[config.mk]
export PLATFORM = sky130hd
export DESIGN_NAME = ram_write_arbiter
export DESIGN_NICKNAME = d
export VERILOG_FILES = /design/src/rtl/sata_mem_pkg.sv /design/src/rtl/ram_write_arbiter.sv
export SDC_FILE = /design/constraint.sdc
export NUM_CORES = 1
export LEC_CHECK = 0
export ABC_AREA = 1
export ABC_CLOCK_PERIOD_IN_PS = 2500
export CORE_AREA = 5 5 349 351
export CTS_BUF_LIST = sky130_fd_sc_hd__clkbuf_8
export CTS_CLUSTER_SIZE = 25
export DETAILED_ROUTE_END_ITERATION = 12
export DIE_AREA = 0 0 354 356
export SYNTH_ARGS = -nofsm -noshare
export SYNTH_HDL_FRONTEND = slang
export SYNTH_SLANG_ARGS = --single-unit
[constraint.sdc]
create_clock -name clk_ram -period 2.5 [get_ports clk_ram]
set_input_delay 0.5 -clock clk_ram [delete_from_list [all_inputs] [get_ports clk_ram]]
set_output_delay 0.5 -clock clk_ram [all_outputs]
set_load 0.02 [all_outputs]
[src/rtl/sata_mem_pkg.sv]
// sata_mem_pkg: shared MIG command codes, RAM bus widths and write-arbiter FSM states.
package sata_mem_pkg;
    localparam logic [2:0] APP_CMD_WRITE = 3'b000;
    localparam logic [2:0] APP_CMD_READ = 3'b001;
    localparam int RAM_ADDR_BITS = 29;
    localparam int RAM_DATA_BITS = 256;
    typedef enum logic [1:0] {IDLE, ISSUE, ACK} arb_state_t;
endpackage

[src/rtl/ram_write_arbiter.sv]
// ram_write_arbiter: two-requester burst-fair write arbiter driving a MIG app interface.
module ram_write_arbiter
    import sata_mem_pkg::*;
#(
    parameter int MAX_BURST = 8
) (
    input  logic                       clk_ram,
    input  logic                       rst_ram,
    input  logic                       req0_en,
    input  logic [RAM_ADDR_BITS-1:0]   req0_addr,
    input  logic [RAM_DATA_BITS-1:0]   req0_data,
    output logic                       req0_ack,
    input  logic                       req1_en,
    input  logic [RAM_ADDR_BITS-1:0]   req1_addr,
    input  logic [RAM_DATA_BITS-1:0]   req1_data,
    output logic                       req1_ack,
    output logic [RAM_ADDR_BITS-1:0]   app_addr,
    output logic [2:0]                 app_cmd,
    output logic                       app_en,
    output logic [RAM_DATA_BITS-1:0]   app_wdf_data,
    output logic                       app_wdf_end,
    output logic [RAM_DATA_BITS/8-1:0] app_wdf_mask,
    output logic                       app_wdf_wren,
    input  logic                       app_rdy,
    input  logic                       app_wdf_rdy,
    output logic                       grant_id
);
    localparam logic [7:0] MAX_RUN = 8'(MAX_BURST);
    arb_state_t state;
    logic owner;
    logic [7:0] run_count;
    logic own_req, oth_req, keep, win, en_next, wren_next;
    logic [7:0] run_next;
    assign app_cmd = APP_CMD_WRITE;
    assign app_wdf_mask = '0;
    assign app_wdf_end = app_wdf_wren;
    assign grant_id = owner;
    // Owner keeps the RAM until its run hits MAX_RUN, then yields only if the other side waits.
    always_comb begin
        own_req = owner ? req1_en : req0_en;
        oth_req = owner ? req0_en : req1_en;
        keep = own_req && (run_count < MAX_RUN);
        win = (keep || !oth_req) ? owner : ~owner;
        run_next = keep ? run_count + 8'd1 : (oth_req ? 8'd1 : MAX_RUN);
        en_next = app_en && !app_rdy;
        wren_next = app_wdf_wren && !app_wdf_rdy;
    end
    always_ff @(posedge clk_ram) begin
        if (rst_ram) begin
            state <= IDLE;
            owner <= 1'b0;
            run_count <= '0;
            app_addr <= '0;
            app_wdf_data <= '0;
            app_en <= 1'b0;
            app_wdf_wren <= 1'b0;
            req0_ack <= 1'b0;
            req1_ack <= 1'b0;
        end else begin
            case (state)
                IDLE: if (req0_en || req1_en) begin
                    owner <= win;
                    run_count <= run_next;
                    app_addr <= win ? req1_addr : req0_addr;
                    app_wdf_data <= win ? req1_data : req0_data;
                    app_en <= 1'b1;
                    app_wdf_wren <= 1'b1;
                    state <= ISSUE;
                end
                ISSUE: begin
                    app_en <= en_next;
                    app_wdf_wren <= wren_next;
                    if (!en_next && !wren_next) begin
                        req0_ack <= !owner;
                        req1_ack <= owner;
                        state <= ACK;
                    end
                end
                ACK: begin
                    req0_ack <= 1'b0;
                    req1_ack <= 1'b0;
                    state <= IDLE;
                end
                default: state <= IDLE;
            endcase
        end
    end
endmodule

==> results_dict.tcl, run 1 <==
set metrics [dict create \
    crit_path_cell_trace "clkdlybuf4s50_1" \
    clk_pin_slew_ns 0.06 \
    num_io_pins 902 \
    clkLatencyLatePin_ns 0.68 \
    chipHeight_um 356 \
    grt_remaining_overflow 0 \
    worst_ep_arrival_time_ns 1.87 \
    yosys_warnings 0 \
    numCtsBuffers 60 \
    synth_compound_gate_area_share_pct 0.561 \
    r2r_setup_slk_ns 0.44 \
    post_synth_fa_ha_maj_area_fraction_pct 0.0768 \
    hp-start "rst_ram" \
    maxCapViolCount 0 \
    first_pass_grt_wire_length_mm 138 \
    viasPerCell 4.05 \
    finish.net_count 4115 \
    core_area_um2 119000 \
    numPortBuffers 866 \
    min_path_type "in -> reg" \
    remaining_drc_errors 0 \
    finish.cell_count_without_fillers 5143 \
    relSlewSlack_pct 58.0 \
    worst_setup_path_startpoint "app_wdf_data[73]" \
    place_congestion 0.939 \
    finalCoreUtilization_pct 24.6 \
    worst_setup_path_end_kind "output port" \
    fmaxAchievable_ghz 0.422 \
    drt_pre_antenna_iters 6 \
    initial_core_util_pct 13.7 \
    setup.worst_path.class "reg -> out" \
    synth_xor_area_share_pct 0.107 \
    clkSinkCount 300 \
    post-cts-setup-buffers 0 \
    synth.distinct_cells 24 \
    tritoncts "yes" \
    final_min_period_over_clock_period_pct 94.7 \
    grt_setup_unrepaired "false" \
    setup.worst_path.start_class "register" \
    timing.critical_path.slowest_stage_cell "sky130_fd_sc_hd__clkdlybuf4s50_1" \
    synth-seq-cells 300 \
    most-common-layout-cells "sky130_fd_sc_hd__clkdlybuf4s50_1, sky130_fd_sc_hd__nand3_1, sky130_fd_sc_hd__nor2_1" \
    yosysSeqAreaShare_pct 36.9 \
    grt_start_max_net_pins 75 \
    cts_resized 1 \
    vias 20900 \
    holdBufCountCts 0 \
    critical-path-top-delay-family "buffers and inverters" \
    final_layout_size_suffix_gt1_share_pct 8.97 \
    run_status "finished, final reports clean" \
    r2r-start "grant_id" \
    cts_max_level 2 \
    post_drt_wl_per_cell_um 19.1 \
    crit_buf_inv 1 \
    fp-row-count 127 \
    placed_cells_incl_taps 5024 \
    worst-path-max-fanout 2 \
    totalWireLength_mm 98.1 \
    dr.first_iter.drc_count 1662 \
    most_common_cell_after_layout_fill_and_taps_aside "sky130_fd_sc_hd__clkdlybuf4s50_1" \
    combinational_family_with_the_most_area_after_synthesis "simple AND/OR/NAND/NOR gates" \
    syn_avg_cell_area_um2 6.21 \
    floorplan.die.width_um 354 \
    setup_viol_count_final 0 \
    powerDensity_nw_per_um2 715 \
    grt_pass1_vias 20000 \
    max_slew_violation_total_from_the_final_report 0 \
    grt_antenna_before_repair 27 \
    dpl.hpwl_mm 80.5 \
    floorplan.die_area_um2 126000 \
    synthToLayoutAreaGrowth_pct 78.8 \
    crit_required_ns 2.00 \
    buffer_cell_driving_the_clock_tree_root "sky130_fd_sc_hd__clkbuf_8" \
    syn_area_um2 16300 \
    total_leakage_power_uw 0.0138 \
    critPathMaxStageDelay_ns 0.86 \
    postRouteAntennaNets 0 \
    finalClockSkew_ns 0.0226 \
    finalWorstPathRequiredPeriod_ns 2.37 \
    globalRouteTotalUtil_pct 14.7 \
    synth_simple_gate_area_share_pct 47.2 \
    yosys-mux-area-fraction_pct 0 \
    synth_cells 2624 \
    timing_hold_violations_final 0 \
    transition_time_at_the_pin_with_the_least_slew_margin_ns 0.628 \
    ir_worst_vdd_mv 0.435 \
    cts.path.max_buffers 3 \
]
[worst min-delay path, delay by kind of cell]
family                 cells  cell delay (ns)
buffers and inverters      2             0.21
AND/OR/NAND/NOR            2             0.19
[registers in the layout (all words and copies together) (netlist names)]
signal and flops:
app_wdf_data 256, app_addr 29, run_count 8, state 2, app_en 1, app_wdf_end 1, grant_id 1, req0_ack 1
req1_ack 1
[report_power, final]
group	internal, µW	leakage [µW]	switching [µW]	total (µW)
sequential	5550	0.00249	454	6010
combinational	4030	0.0106	5050	9080
clock	3360	0.000765	2400	5760
[path summary, 6_finish.rpt]
check,endpoint,depth (start not counted)
worst min-delay path,app_wdf_data[200],4
worst max register to register,app_wdf_data[15],12
worst max-delay path,app_wdf_data[73],1
worst min register to register,run_count[6],2
[logic make-up (layout without fill, tap and decap cells)]
| kind of cell | Yosys count | count (layout) |
|---|---|---|
| AND/OR/NAND/NOR | 1753 | 1753 |
| other | 1 | 42 |
| flip-flops | 300 | 300 |
| buffers and inverters | 553 | 1483 |
| XOR/XNOR | 2 | 2 |
| AO/OA/AOI/OAI | 14 | 14 |
| adder cells (fa/ha/maj) | 1 | 1 |
[layer usage]
metal  track usage (%)  vias to the layer above  routed length [µm]
li1                  -                    10100                   -
met1              18.6                     9542               40900
met2              24.2                     1028               45300
met3              3.85                      176                8430
met4              4.99                       10                3310
met5                 0                        -                  61
[through the flow]
stage                     TNS (ns)  setup WS (ns)  total power (µW)  hold WS (ns)  instance area, µm²
after floorplan                  0          0.787             10600         0.419               16400
after global placement       -1.77        -0.0799             15200         0.428               27700
after detailed placement     -3.02        -0.0905             15200         0.429               27700
after CTS                        0         0.0122             21200         0.149               29100
after global routing             0         0.0116             22200         0.192               29100
final                            0          0.133             20900         0.251               29100
[layout make-up]
class	instances	area [µm²]
fillers	13100	89600
multi-input cells	1805	7980
inverters	296	1120
well taps	1548	1940
flip-flops and latches	300	6010
clock inverters	25	189
repair buffers	1075	10700
clock buffers	87	1200
diodes	7	17.5
[synth_stat cells, drive strengths merged]
library cell | count | share of area, %
ha | 1 | 0.077
nand3 | 861 | 27
inv | 296 | 6.8
buf | 177 | 6.6
a21oi | 5 | 0.15
o21ai | 2 | 0.084
dfxtp | 300 | 37
o21bai | 1 | 0.046
nor2 | 585 | 13
o211ai | 2 | 0.092
conb | 1 | 0.023
xor2 | 2 | 0.11
a211oi | 4 | 0.18
nor3 | 1 | 0.031
clkbuf | 80 | 1.8
nand3b | 1 | 0.046
nand2 | 305 | 7.1
(Power assumes the default switching activity.)
==> inputs of run 2 (changes only) <==
--- a/config.mk
+++ b/config.mk
@@ -8,7 +8,7 @@
 export ABC_AREA = 1
 export ABC_CLOCK_PERIOD_IN_PS = 2500
 export CORE_AREA = 5 5 349 351
-export CTS_BUF_LIST = sky130_fd_sc_hd__clkbuf_8
+export CTS_BUF_LIST = sky130_fd_sc_hd__clkbuf_16
 export CTS_CLUSTER_SIZE = 25
 export DETAILED_ROUTE_END_ITERATION = 12
 export DIE_AREA = 0 0 354 356
==> run 2 against run 1 <==
  * Die area unchanged
  * Clock skew decreased by 0.00068 ns
  * Non-clock buffer count unchanged
  * First-iteration DRC count decreased by 4.1%
  * Utilization decreased by 0.15 points
  * Flip-flop and latch count unchanged
  * Hold slack improved by 0.11 ns
  * Fmax increased by 0.29%
  * Wire length decreased by 0.17%
  * Critical path type unchanged
  * Critical endpoint unchanged
==> results_dict.tcl, run 2 (same netlist as run 1, synthesis figures left out) <==
set metrics [dict create \
    clkLatencyLatePin_ns 0.58 \
    intPower_uw 12800 \
    grt_pass1_vias 19800 \
    post_drt_wl_per_cell_um 19.2 \
    setup.worst_path.class "reg -> out" \
    holdBufCountCts 0 \
    timing.reg2reg.worst_path_depth 12 \
    grt_setup_unrepaired "false" \
    crit_buf_inv 1 \
    run_status "finished, final reports clean" \
    dpl.hpwl_mm 80.5 \
    finalClockSkew_ns 0.0219 \
    max_slew_violation_total_from_the_final_report 0 \
    worst-path-max-fanout 2 \
    total_leakage_power_uw 0.0137 \
    remaining_drc_errors 0 \
    postRouteAntennaNets 0 \
    transition_time_at_the_pin_with_the_least_slew_margin_ns 0.697 \
    worst_slack_ns 0.140 \
    floorplan.die.width_um 354 \
    grt_antenna_before_repair 27 \
    fin_setup_tns_ns 0 \
    worst_hold_path.endpoint "app_wdf_data[200]" \
    clk_pin_slew_ns 0.06 \
    finish.net_count 4093 \
    fp-row-count 127 \
    viasPerCell 4.08 \
    setup.worst_path.start_class "register" \
    largest-register "app_wdf_data" \
    worst_ep_arrival_time_ns 1.86 \
    seq_power_share_pct 29.1 \
    synthToLayoutAreaGrowth_pct 77.7 \
    hp-start "rst_ram" \
    ir_worst_vdd_mv 0.425 \
    num_io_pins 902 \
    core_area_um2 119000 \
    netSwitchingPower_uw 7820 \
    r2r-start "grant_id" \
    place_congestion 0.939 \
    crit_path_cell_trace "clkdlybuf4s50_1" \
    first_pass_grt_wire_length_mm 137 \
    timing_hold_violations_final 0 \
    whs_ns 0.360 \
    globalRouteTotalUtil_pct 14.6 \
    chipHeight_um 356 \
    worst_hold_path.num_cells 4 \
    timing.rr.end "app_wdf_data[15]" \
    vias 20800 \
    tritoncts "yes" \
    clkSinkCount 300 \
    relSlewSlack_pct 53.4 \
    cts.path.max_buffers 3 \
    power.combinational.fraction_pct 44.0 \
    worst_setup_path_end_kind "output port" \
    top_flop_regs "app_wdf_data x256, app_addr x29, run_count x8" \
    post-cts-setup-buffers 0 \
    grt_remaining_overflow 0 \
    floorplan.die_area_um2 126000 \
    power.share.switching_pct 37.9 \
    initial_core_util_pct 13.7 \
    r2r_setup_slk_ns 0.46 \
    final_layout_size_suffix_gt1_share_pct 7.71 \
    crit_required_ns 2.00 \
    most-common-layout-cells "sky130_fd_sc_hd__clkdlybuf4s50_1, sky130_fd_sc_hd__nand3_1, sky130_fd_sc_hd__nor2_1" \
    buffer_cell_driving_the_clock_tree_root "sky130_fd_sc_hd__clkbuf_16" \
    pre_cts_slack_ns -0.0905 \
    numPortBuffers 866 \
    largest_register_ffs 256 \
    maxCapViolCount 0 \
    finalWorstPathRequiredPeriod_ns 2.36 \
    power.clock.fraction_pct 26.9 \
    critical-path-top-delay-family "buffers and inverters" \
    min_path_type "in -> reg" \
    timing.critical_path.slowest_stage_cell "sky130_fd_sc_hd__clkdlybuf4s50_1" \
    grt_start_max_net_pins 75 \
    final_min_period_over_clock_period_pct 94.4 \
    numCtsBuffers 38 \
    most_common_cell_after_layout_fill_and_taps_aside "sky130_fd_sc_hd__clkdlybuf4s50_1" \
    design_power_total_uw 20600 \
    cts_max_level 2 \
    fmaxAchievable_ghz 0.424 \
    drt_pre_antenna_iters 5 \
    setup_viol_count_final 0 \
    finalCoreUtilization_pct 24.4 \
    dr.first_iter.drc_count 1594 \
    cts_resized 0 \
    critPathMaxStageDelay_ns 0.94 \
    powerDensity_nw_per_um2 713 \
    totalWireLength_mm 97.9 \
]
-- run 2: per-layer routing --
layer	part of all wire [%]	track usage, %
met4	3.3	4.70
met5	0.090	0
met3	8.2	3.63
met2	46	24.2
met1	42	18.7
-- run 2: worst min-delay path: stages --
cell,delay [ns]
sky130_fd_sc_hd__buf_8,0.17
sky130_fd_sc_hd__nor2_1,0.13
sky130_fd_sc_hd__nand2_1,0.06
sky130_fd_sc_hd__inv_1,0.04
-- run 2: worst max path at each step --
stage | startpoint | endpoint | slack, ns | depth (start not counted)
2_1_floorplan | grant_id | app_wdf_data[223] | 0.79 | 11
3_3_place_gp | req1_en | app_wdf_data[81] | -0.08 | 12
3_5_place_dp | req1_en | app_wdf_data[74] | -0.09 | 12
4_1_cts | app_wdf_data[86] | app_wdf_data[86] | 0.09 | 1
5_1_grt | app_wdf_data[86] | app_wdf_data[86] | 0.09 | 1
6_report | app_wdf_data[73] | app_wdf_data[73] | 0.14 | 1
-- run 2: layout make-up --
type	count	area [µm²]
clock buffers	41	1030
multi-input cells	1805	7980
diodes	4	10.0
inverters	296	1120
flip-flops and latches	300	6010
fillers	13100	89700
well taps	1548	1940
clock inverters	24	188
repair buffers	1075	10700
-- run 2: power by group through the flow --
stage | Sequential [µW] | Clock [µW] | Combinational, µW
finish | 6000 | 5550 | 9090
global route | 6090 | 5940 | 9850
CTS | 6000 | 5770 | 9150
detailed placement | 6100 | 0 | 9110
global placement | 6070 | 0 | 9080
floorplan | 6930 | 0 | 3650
-- run 2: per-stage QoR --
step                std cells  instance area [µm²]
finish                   5093                29000
global route             5093                29000
CTS                      5089                29000
detailed placement       5024                27700
global placement         5024                27700
floorplan                2658                16400
